===== config.mk =====
export PLATFORM = sky130hd
export DESIGN_NAME = instruction_prefetch_buffer_flat
export DESIGN_NICKNAME = d
export VERILOG_FILES = /design/src/rtl/instruction_prefetch_buffer_if.sv /design/src/rtl/instruction_prefetch_buffer.sv /design/src/flat_wrapper.sv
export SDC_FILE = /design/constraint.sdc
export NUM_CORES = 1
export LEC_CHECK = 0
export BUFFER_PORTS_ARGS = -buffer_cell sky130_fd_sc_hd__buf_2
export CAP_MARGIN = 15
export CELL_PAD_IN_SITES_DETAIL_PLACEMENT = 1
export CELL_PAD_IN_SITES_GLOBAL_PLACEMENT = 2
export CORE_MARGIN = 2
export CORE_UTILIZATION = 43
export DETAILED_ROUTE_END_ITERATION = 8
export GPL_TIMING_DRIVEN = 0
export PLACE_DENSITY_LB_ADDON = 0.15
export SKIP_CTS_REPAIR_TIMING = 1
export SKIP_LAST_GASP = 1
export SYNTH_ARGS = -nofsm -noshare
export SYNTH_HDL_FRONTEND = slang
export SYNTH_SLANG_ARGS = --single-unit

===== constraint.sdc =====
create_clock -name clk -period 7 [get_ports clk]
set_clock_uncertainty 0.1 [all_clocks]
set_input_delay 0.35 -clock clk [delete_from_list [all_inputs] [get_ports clk]]
set_output_delay 0.35 -clock clk [all_outputs]
set_load 0.01 [all_outputs]

===== src/rtl/instruction_prefetch_buffer_if.sv =====
// ============================================================================
// Module      : instruction_prefetch_buffer_if
// Description : Fetch-stage and instruction-memory signal bundle for the
//               sequential instruction prefetch buffer.
// Revision    : 1.0 - initial release
// ============================================================================
`default_nettype none

interface instruction_prefetch_buffer_if;
    logic        instruction_request_i;
    logic [31:0] instruction_addr_i;
    logic        flush_bus_i;
    logic        instruction_response_o;
    logic [31:0] instruction_data_o;
    logic        mem_req_o;
    logic [31:0] mem_addr_o;
    logic        mem_ack_i;
    logic [31:0] mem_data_i;

    // Prefetcher side
    modport slave (
        input  instruction_request_i,
        input  instruction_addr_i,
        input  flush_bus_i,
        output instruction_response_o,
        output instruction_data_o,
        output mem_req_o,
        output mem_addr_o,
        input  mem_ack_i,
        input  mem_data_i
    );

    // Fetch-stage / memory side
    modport master (
        output instruction_request_i,
        output instruction_addr_i,
        output flush_bus_i,
        input  instruction_response_o,
        input  instruction_data_o,
        input  mem_req_o,
        input  mem_addr_o,
        output mem_ack_i,
        output mem_data_i
    );
endinterface

`default_nettype wire


===== src/rtl/instruction_prefetch_buffer.sv =====
// ============================================================================
// Module      : instruction_prefetch_buffer
// Description : Sequential instruction prefetcher with a DEPTH-entry tagged
//               FIFO answering the fetch stage from its head.
// Revision    : 1.0 - initial release
// ============================================================================
`default_nettype none

module instruction_prefetch_buffer #(
    parameter logic [31:0] BOOT_ADDRESS = 32'h0000_0000,
    parameter int          DEPTH        = 4
) (
    input wire                           clk,
    input wire                           rst,
    instruction_prefetch_buffer_if.slave bus
);

    localparam int c_ptr_w = $clog2(DEPTH);
    localparam int c_cnt_w = c_ptr_w + 1;
    localparam logic [c_cnt_w-1:0] c_depth = c_cnt_w'(DEPTH);

    typedef enum logic [1:0] {
        ST_IDLE    = 2'd0,
        ST_WAIT    = 2'd1,
        ST_DISCARD = 2'd2
    } state_t;

    state_t               state_q, state_d;
    logic [31:0]          data_q [DEPTH];
    logic [29:0]          tag_q  [DEPTH];
    logic [c_ptr_w-1:0]   rd_ptr_q, rd_ptr_d;
    logic [c_ptr_w-1:0]   wr_ptr_q, wr_ptr_d;
    logic [c_cnt_w-1:0]   count_q, count_d;
    logic [29:0]          issue_tag_q, issue_tag_d;
    logic [29:0]          req_tag_q, req_tag_d;

    logic [29:0]          w_tag;
    logic [29:0]          w_head_tag;
    logic [29:0]          w_pend_tag;
    logic                 w_not_empty;
    logic                 w_req;
    logic                 w_hit;
    logic                 w_advance;
    logic                 w_pending;
    logic                 w_redirect;
    logic                 w_push;
    logic [c_cnt_w-1:0]   w_count_after_pop;

    assign w_tag       = bus.instruction_addr_i[31:2];
    assign w_head_tag  = tag_q[rd_ptr_q];
    assign w_not_empty = (count_q != '0);
    assign w_req       = bus.instruction_request_i && !bus.flush_bus_i;

    // While a request is in flight, the stream position is the outstanding tag.
    assign w_pend_tag  = (state_q == ST_WAIT) ? req_tag_q : issue_tag_q;

    assign w_hit       = w_req && w_not_empty && (w_tag == w_head_tag);
    assign w_advance   = w_req && w_not_empty && (w_tag == (w_head_tag + 30'd1));
    assign w_pending   = w_req && !w_not_empty && (w_tag == w_pend_tag);
    assign w_redirect  = bus.instruction_request_i && !(w_hit || w_advance || w_pending);

    assign w_count_after_pop = count_q - c_cnt_w'(w_advance);

    assign bus.instruction_response_o = w_hit;
    assign bus.instruction_data_o     = w_hit ? data_q[rd_ptr_q] : 32'h0;
    assign bus.mem_req_o              = (state_q != ST_IDLE);
    assign bus.mem_addr_o             = {req_tag_q, 2'b00};

    always_comb begin
        state_d     = state_q;
        issue_tag_d = issue_tag_q;
        req_tag_d   = req_tag_q;
        w_push      = 1'b0;

        case (state_q)
            ST_IDLE: begin
                if (w_redirect) begin
                    issue_tag_d = w_tag;
                end else if (bus.instruction_request_i && (w_count_after_pop < c_depth)) begin
                    state_d     = ST_WAIT;
                    req_tag_d   = issue_tag_q;
                    issue_tag_d = issue_tag_q + 30'd1;
                end
            end
            ST_WAIT: begin
                if (bus.mem_ack_i) begin
                    state_d = ST_IDLE;
                    if (w_redirect) begin
                        issue_tag_d = w_tag;
                    end else begin
                        w_push = 1'b1;
                    end
                end else if (w_redirect) begin
                    // Bus transaction must still complete; its data is stale.
                    state_d     = ST_DISCARD;
                    issue_tag_d = w_tag;
                end
            end
            ST_DISCARD: begin
                if (w_redirect) begin
                    issue_tag_d = w_tag;
                end
                if (bus.mem_ack_i) begin
                    state_d = ST_IDLE;
                end
            end
            default: begin
                state_d = ST_IDLE;
            end
        endcase
    end

    always_comb begin
        rd_ptr_d = rd_ptr_q;
        wr_ptr_d = wr_ptr_q;
        count_d  = count_q;
        if (w_redirect) begin
            rd_ptr_d = '0;
            wr_ptr_d = '0;
            count_d  = '0;
        end else begin
            if (w_advance) begin
                rd_ptr_d = rd_ptr_q + c_ptr_w'(1);
            end
            if (w_push) begin
                wr_ptr_d = wr_ptr_q + c_ptr_w'(1);
            end
            count_d = w_count_after_pop + c_cnt_w'(w_push);
        end
    end

    always_ff @(posedge clk or posedge rst) begin
        if (rst) begin
            state_q     <= ST_IDLE;
            rd_ptr_q    <= '0;
            wr_ptr_q    <= '0;
            count_q     <= '0;
            issue_tag_q <= BOOT_ADDRESS[31:2];
            req_tag_q   <= BOOT_ADDRESS[31:2];
        end else begin
            state_q     <= state_d;
            rd_ptr_q    <= rd_ptr_d;
            wr_ptr_q    <= wr_ptr_d;
            count_q     <= count_d;
            issue_tag_q <= issue_tag_d;
            req_tag_q   <= req_tag_d;
        end
    end

    // Storage needs no reset: entries are only visible while count is non-zero.
    always_ff @(posedge clk) begin
        if (w_push) begin
            data_q[wr_ptr_q] <= bus.mem_data_i;
            tag_q[wr_ptr_q]  <= req_tag_q;
        end
    end

endmodule

`default_nettype wire


===== src/flat_wrapper.sv =====
// flat-port wrapper written by rule: the top's interface ports become plain ports
module instruction_prefetch_buffer_flat 
#(
    parameter logic [31:0] BOOT_ADDRESS = 32'h0000_0000,
    parameter int          DEPTH        = 4
)
  (clk, rst, bus_instruction_request_i, bus_instruction_addr_i, bus_flush_bus_i, bus_instruction_response_o, bus_instruction_data_o, bus_mem_req_o, bus_mem_addr_o, bus_mem_ack_i, bus_mem_data_i);
  instruction_prefetch_buffer_if bus_i ();
  input wire clk;
  input wire rst;
  input wire logic [$bits(bus_i.instruction_request_i)-1:0] bus_instruction_request_i;
  input wire logic [$bits(bus_i.instruction_addr_i)-1:0] bus_instruction_addr_i;
  input wire logic [$bits(bus_i.flush_bus_i)-1:0] bus_flush_bus_i;
  output wire logic [$bits(bus_i.instruction_response_o)-1:0] bus_instruction_response_o;
  output wire logic [$bits(bus_i.instruction_data_o)-1:0] bus_instruction_data_o;
  output wire logic [$bits(bus_i.mem_req_o)-1:0] bus_mem_req_o;
  output wire logic [$bits(bus_i.mem_addr_o)-1:0] bus_mem_addr_o;
  input wire logic [$bits(bus_i.mem_ack_i)-1:0] bus_mem_ack_i;
  input wire logic [$bits(bus_i.mem_data_i)-1:0] bus_mem_data_i;
  assign bus_i.instruction_request_i = bus_instruction_request_i;
  assign bus_i.instruction_addr_i = bus_instruction_addr_i;
  assign bus_i.flush_bus_i = bus_flush_bus_i;
  assign bus_instruction_response_o = bus_i.instruction_response_o;
  assign bus_instruction_data_o = bus_i.instruction_data_o;
  assign bus_mem_req_o = bus_i.mem_req_o;
  assign bus_mem_addr_o = bus_i.mem_addr_o;
  assign bus_i.mem_ack_i = bus_mem_ack_i;
  assign bus_i.mem_data_i = bus_mem_data_i;
  instruction_prefetch_buffer #(.BOOT_ADDRESS(BOOT_ADDRESS), .DEPTH(DEPTH)) u_core (.clk(clk), .rst(rst), .bus(bus_i));
endmodule

==> impl_results.md, run 1 <==
* Crit path time final at 6710 ps
* CTS tree: yes
* Pleak at 6.33 nW
* Total grt overflow at 0
* HPWL after DPL at about 31000 microns
* Antenna Violating Nets Remaining at 0
* Vias in the first global route at between 10000 and 15000
* IO Pins at ~140
* Synth Flop Type: edfxtp_1
* H-tree Lvls at 2
* Minimum hold slack at between 20 and 25 ps
* Die area at approximately 37000 sq um
* Vias post-DR at ~10000
* Post-DR wirelength/cell at approximately 26 microns
* DR vias/cell at about 5.8
* Synth unique cells at 70
* Sink Count at around 320
* FF-to-FF setup slack at 290 ps
* CTS max path bufs at 3
* Largest net degree at the start of global routing at 46
* Drt total wl at roughly 44000 microns
* Ys async rst share at a little over a fifth
* Power density cells at 326 nW/um^2
* DRC errors left at 0
* Setup CP Type: reg -> reg
* Final worst path period share at 95.8%
* CTS buffer count at 36
* RSZ-0062 raised after global routing: false
* Die Y at ~190 microns
* CP Launch Type: register
* 1st-iter DRT viols at about 590
* Number of setup violations in the final report at 0
* Initial core utilization at a little over two fifths
* First-pass GRT wire length at between 60000 and 70000 microns
* GRT Util Overall at 24.2%
* Cell row count at slightly below 70
* Clock transition at the registers of the reported paths at 60 ps
* Synth area leaders: edfxtp_1 49%, dfrtp_1 11%, mux4_2 9.3%, xnor2_1 3.4%, mux2i_1 2.4%
* Layout cells sized above 1 at about a quarter
* Pins Over Slew Limit at 0
* Antenna diodes at 0
* Critical Path RT at ~7400 ps
* CP Max Fanout at 10
* Pre-antenna DRT Iters at 5
* Syn avg cell area at around 15 sq um
* Synth warn at 0
* Post-synthesis register bit count at roughly 320
* Pwr Total at 5.83 mW
* FMAX at 0.149 GHz
* Yosys top cell area share at between 40% and 50%
* IR drop worst, VDD at around 200 uV
* Post-synth design cell area at around 15000 sq um
* CP Capture Type: register
* Status: finished, final reports clean
* Clock root buffer: clkbuf_16
* Slew at the pin with the worst max-slew slack at approximately 1000 ps
* Fillers at 3470
* Port buffer count at approximately 130
* Antenna violations before repair at 0
* Fin nets at roughly 1300
* Pre-CTS setup slack at -324 ps
* Number of synthesized flops with an enable pin at around 250
* Die Width at 191 microns
* Placeable core region at 34500 sq um
* Number of max-cap violations at 0
* Area grow syn2layout at 18.9%
* Hold Vio Cnt, Final at 0
* Rel. slew slack at about a third
* Gate count of the mapped netlist at roughly 1000
* CP arrival at 7080 ps
* Sequential fraction of the synthesis area at 60.9%
* Largest area contributor in the netlist: edfxtp_1
* Worst min path class: in -> reg
* Clock latency on the worst-skew pair at 530 ps
* GPL Wtd Cong at ~0.85
* Final worst setup slack at around 290 ps
## cells by family (layout without fill, tap and decap cells)
| family | count (synthesis) | after routing | share of synthesized area (%) |
|---|---|---|---|
| flops | 317 | 317 | 60.9 |
| simple gates | 266 | 266 | 10.3 |
| mux | 142 | 142 | 15.0 |
| compound gates | 124 | 124 | 5.77 |
| buf+inv | 78 | 305 | 2.44 |
| xor+xnor | 76 | 76 | 4.42 |
| fa+ha+maj | 14 | 14 | 1.16 |
| other cells | 1 | 2 | 0.0249 |
## metrics by stage
stage | util (%) | cell area, sq um | setup TNS (ps) | std cells
after floorplan | - | 15100 | 0 | 1019
after global placement | 47.1 | 16300 | -494770 | 1602
after detailed placement | 47.5 | 16400 | -4770 | 1608
after CTS | 50.7 | 17500 | -6360 | 1670
after global routing | 51.8 | 17900 | 0 | 1701
final | 51.8 | 17900 | 0 | 1701
## state kept, by name, indices dropped and copies added, names as in the netlist
signal / flops
u_core.req_tag_q: 30
u_core.state_q: 2
u_core.count_q: 3
u_core.tag_q: 120
u_core.rd_ptr_q: 2
u_core.issue_tag_q: 30
u_core.wr_ptr_q: 2
u_core.data_q: 128
## cell usage after synthesis, drive strengths merged, types with 24 or more instances
cell	n
mux4	62
clkbuf	27
o22a	24
a21oi	40
dfrtp	69
and3	45
inv	26
nand3	39
nand2	42
mux2	44
buf	25
mux2i	36
nand4	30
xnor2	58
edfxtp	248
## layout by cell type (no fill, tap or decap), drive strengths merged, types with 15 or more instances in the layout
cell type / instances
inv: 27
nand2: 42
and3: 45
and2: 15
a21oi: 40
nand4: 30
mux4: 62
nor2: 21
dlygate4sd3: 33
mux2: 44
nor4: 20
dfrtp: 69
edfxtp: 248
xnor2: 58
nand3: 39
mux2i: 36
buf: 159
xor2: 18
clkbuf: 70
o22a: 24
## area by class of cell
| cell class | count | area, sq um | share of cell area (%) |
|---|---|---|---|
| buffer | 50 | 268 | 1.50 |
| clock buffer | 45 | 945 | 5.28 |
| clock inverter | 17 | 144 | 0.804 |
| inverter | 26 | 100 | 0.559 |
| multi-input combinational | 624 | 5610 | 31.3 |
| sequential | 317 | 9170 | 51.2 |
| tap | 455 | 569 | 3.18 |
| timing repair buffer | 167 | 1090 | 6.11 |
## routing by layer
metal / wire length [microns] / GRT usage (%)
met1: 19400 / 34.0
met2: 21800 / 39.7
met3: 1710 / 3.12
met4: 925 / 7.01
met5: 0 / 0
## worst max-delay path: stages, from the launching register on
cell and delay [ps]:
dfrtp_1 470, buf_6 220, mux4_2 440, ha_2 310
nand2_1 90, o22ai_2 280, or4b_1 490, clkbuf_1 230
nor4b_2 380, nor3_1 100, a2111oi_0 370, nor4b_1 320
nand4_1 190, nor2_1 320, ha_1 220, ha_1 150
xor2_1 100, or2_2 340, a21oi_2 340, nand4_1 340
nor2_2 340, nand4b_1 140, a2bb2oi_1 200, a32o_1 140
## final timing paths
kind	startpoint	to	cells past startpoint
setup / recovery	u_core.rd_ptr_q[0]$_DFFE_PP0P_	u_core.issue_tag_q[26]$_DFFE_PP0P_	23
hold / removal	bus_mem_ack_i	u_core.wr_ptr_q[1]$_DFFE_PP0P_	3
setup reg to reg	u_core.rd_ptr_q[0]$_DFFE_PP0P_	u_core.issue_tag_q[26]$_DFFE_PP0P_	23
hold reg to reg	u_core.issue_tag_q[24]$_DFFE_PP0P_	u_core.issue_tag_q[24]$_DFFE_PP0P_	1
max in group asynchronous	rst	u_core.rd_ptr_q[1]$_DFFE_PP0P_	4
min in group asynchronous	rst	u_core.issue_tag_q[3]$_DFFE_PP0P_	3
## where the power goes
part	switching, mW	internal (mW)
registers	0.319	2.37
clock network	0.742	1.03
logic	0.802	0.565
total	1.86	3.97
Power figures use the tool's default switching activity.
==> run 2: changes to the inputs <==
--- a/config.mk
+++ b/config.mk
@@ -10,7 +10,7 @@
 export CELL_PAD_IN_SITES_DETAIL_PLACEMENT = 1
 export CELL_PAD_IN_SITES_GLOBAL_PLACEMENT = 2
 export CORE_MARGIN = 2
-export CORE_UTILIZATION = 43
+export CORE_UTILIZATION = 39
 export DETAILED_ROUTE_END_ITERATION = 8
 export GPL_TIMING_DRIVEN = 0
 export PLACE_DENSITY_LB_ADDON = 0.15
==> constraint.sdc (replaced) <==
create_clock -name clk -period 6.05 [get_ports clk]
set_clock_uncertainty 0.1 [all_clocks]
set_input_delay 0.3025 -clock clk [delete_from_list [all_inputs] [get_ports clk]]
set_output_delay 0.3025 -clock clk [all_outputs]
set_load 0.01 [all_outputs]
==> run 2 against run 1 <==
Effect of this change: clock power up 19%; critical path depth down 2; combinational power up 20%; critical path type unchanged; first-iteration DRC count down 0.68%; worst setup slack worse by 88 ps; register-to-register slack worse by 90 ps; sequential power up 15%; flip-flop and latch count unchanged; via count down 0.43%; global-route usage down 2.4 points; wire length up 0.95%.
==> impl_results.md, run 2 (synthesis gave the netlist of run 1 again) <==
* Placed cell count at 1664 (+3.5%)
* FMAX at 0.171 GHz (+15%)
* Number of setup violations in the final report at 0 (unchanged)
* Post-DR wirelength/cell at 24.9 microns (-3.0%)
* Largest net degree at the start of global routing at 55 (+20%)
* Flop pwr share at 45.3% (-0.8 points)
* Sw Share at 32.0% (+0.045 points)
* IR drop worst, VDD at 179 uV (-13%)
* Commonest non-fill, non-tap cell in the layout: edfxtp_1
* Die area at 40200 sq um (+10%)
* Crit path time final at 5850 ps (-862 ps)
* Largest reg by FF count: u_core.data_q
* Fin nets at 1316 (+0.84%)
* CTS max path bufs at 3 (unchanged)
* DRC errors left at 0 (unchanged)
* Antenna Violating Nets Remaining at 0 (unchanged)
* Die Width at 201 microns (+4.9%)
* Cell row count at 71 (+4.4%)
* Area grow syn2layout at 20.9%
* Crit path from: u_core.rd_ptr_q[0]$_DFFE_PP0P_
* H-tree Lvls at 2 (unchanged)
* Layout cells sized above 1 at 26.4% (+1.7 points)
* Antenna diodes at 0 (unchanged)
* First-pass GRT wire length at 66500 microns (+2.5%)
* Die Y at 201 microns (+4.9%)
* Vias post-DR at 9830 (-0.43%)
* Sink Count at 317 (unchanged)
* CTS tree: yes
* Final worst path period share at 96.6% (+0.80 points)
* Clk network pwr share at 30.7% (+0.3 points)
* Drt total wl at 44200 microns (+0.95%)
* GRT Util Overall at 21.9% (-2.4 points)
* Fillers at 3873 (+12%)
* Switching power at 2.19 mW (+17%)
* Rel. slew slack at 34.3% (+0.79 points)
* Pleak at 6.47 nW (+2.2%)
* 1st-iter DRT viols at 584 (-0.68%)
* Hold Vio Cnt, Final at 0 (unchanged)
* Clock transition at the registers of the reported paths at 60 ps (about the same)
* Layout Cells excl Fill at 1771 (+4.1%)
* CTS buffer count at 36 (unchanged)
* IO Pins at 135 (unchanged)
* Combinational share of power at 24.0% (+0.5 points)
* Number of max-cap violations at 0 (unchanged)
* Port buffer count at 128 (unchanged)
* GPL Wtd Cong at 0.817 (-3.7%)
* Worst min path class: in -> reg
* Vias in the first global route at 10265 (+0.13%)
* Slew at the pin with the worst max-slew slack at 985 ps (-11.9 ps)
* Int Power at 4.65 mW (+17%)
* Setup CP Type: reg -> reg
* Pre-antenna DRT Iters at 4 (-1)
* Max reg flops at 128 (unchanged)
* Status: finished, final reports clean
* Biggest registers after layout: u_core.data_q x128, u_core.tag_q x120
* Placeable core region at 37800 sq um (+9.6%)
* Pins Over Slew Limit at 0 (unchanged)
* RR Startpoint: u_core.rd_ptr_q[0]$_DFFE_PP0P_
* Power density cells at 375 nW/um^2 (+15%)
* Most frequent cells in the layout: 248 x edfxtp_1, 134 x buf_2, 69 x dfrtp_1
* Clock root buffer: clkbuf_16
* Initial core utilization at 39.8% (-3.8 points)
* FF-to-FF setup slack at 200 ps (-90 ps)
* Critical Path RT at 6370 ps (-1000 ps)
* Total grt overflow at 0 (unchanged)
* Antenna violations before repair at 0 (unchanged)
* CP Launch Type: register
* HPWL after DPL at 31700 microns (+2.5%)
* Setup tns final at 0 ps (unchanged)
* CP Capture Type: register
* CP arrival at 6160 ps (-920 ps)
* CP Max Fanout at 10 (unchanged)
* Hold Startpoint: bus_instruction_addr_i[21]
* Clock latency on the worst-skew pair at 530 ps (about the same)
* Minimum hold slack at 59.3 ps (+35.0 ps)
* DR vias/cell at 5.55 (-4.4%)
[run 2: cell count changes in the layout (fill, tap and decap cells not counted), sizes merged]
cell and delta:
inv +3, clkbuf +3, buf +9, dlygate4sd3 +1, clkinv -2
[run 2: final cells by class]
type / count / area (sq um) / area share, %
sequential: 317 / 9170 / 50.4
clock buffer: 47 / 973 / 5.35
tap: 511 / 639 / 3.51
clock inverter: 18 / 149 / 0.818
timing repair buffer: 179 / 1210 / 6.64
inverter: 26 / 100 / 0.550
buffer: 49 / 274 / 1.50
multi-input combinational: 624 / 5690 / 31.3
[run 2: worst max-delay path: stages, from the launching register on]
cell	delay (ps)
dfrtp_1	450
buf_6	200
mux4_2	440
ha_4	200
nand2_1	90
o22ai_4	220
or4b_4	540
nor4b_4	300
nor3_1	90
a2111oi_0	350
nor4b_2	310
nand4_1	190
nor2_2	220
ha_1	190
ha_1	150
xor2_1	90
or2_2	360
nand2_2	130
nand2b_4	140
a21oi_1	360
or4b_1	470
o211a_1	130
[run 2: stage by stage]
step | power [mW] | utilization (%) | setup slack, ps | area (sq um)
3_3_place_gp | 4.68 | 43.2 | -2940 | 16300
2_1_floorplan | 4.02 | - | 338 | 15100
6_report | 6.84 | 48.1 | 205 | 18200
5_1_grt | 7.15 | 48.1 | -9.07 | 18200
4_1_cts | 6.83 | 46.6 | -1330 | 17600
3_5_place_dp | 4.72 | 43.6 | -1290 | 16500
[run 2: power groups by stage]
| stage | registers, mW | clock network (mW) | logic (mW) |
|---|---|---|---|
| final | 3.10 | 2.10 | 1.64 |
| after global routing | 3.15 | 2.22 | 1.77 |
| after CTS | 3.10 | 2.15 | 1.58 |
| after detailed placement | 3.14 | 0 | 1.57 |
| after global placement | 3.13 | 0 | 1.55 |
| after floorplan | 3.04 | 0 | 0.987 |
[run 2: path summary, 6_finish.rpt]
path	end	cells after the start
worst max-delay path	u_core.issue_tag_q[17]$_DFFE_PP0P_	21
worst min-delay path	u_core.issue_tag_q[19]$_DFFE_PP0P_	3
worst max register to register	u_core.issue_tag_q[17]$_DFFE_PP0P_	21
worst min register to register	u_core.issue_tag_q[15]$_DFFE_PP0P_	1
max in group asynchronous	u_core.rd_ptr_q[1]$_DFFE_PP0P_	4
min in group asynchronous	u_core.issue_tag_q[4]$_DFFE_PP0P_	3
[run 2: routing by layer]
| metal | track usage (%) | share of wire [%] |
|---|---|---|
| met5 | 0 | 0 |
| met4 | 4.84 | 1.6 |
| met1 | 30.1 | 45 |
| met3 | 2.82 | 3.5 |
| met2 | 37.2 | 50 |
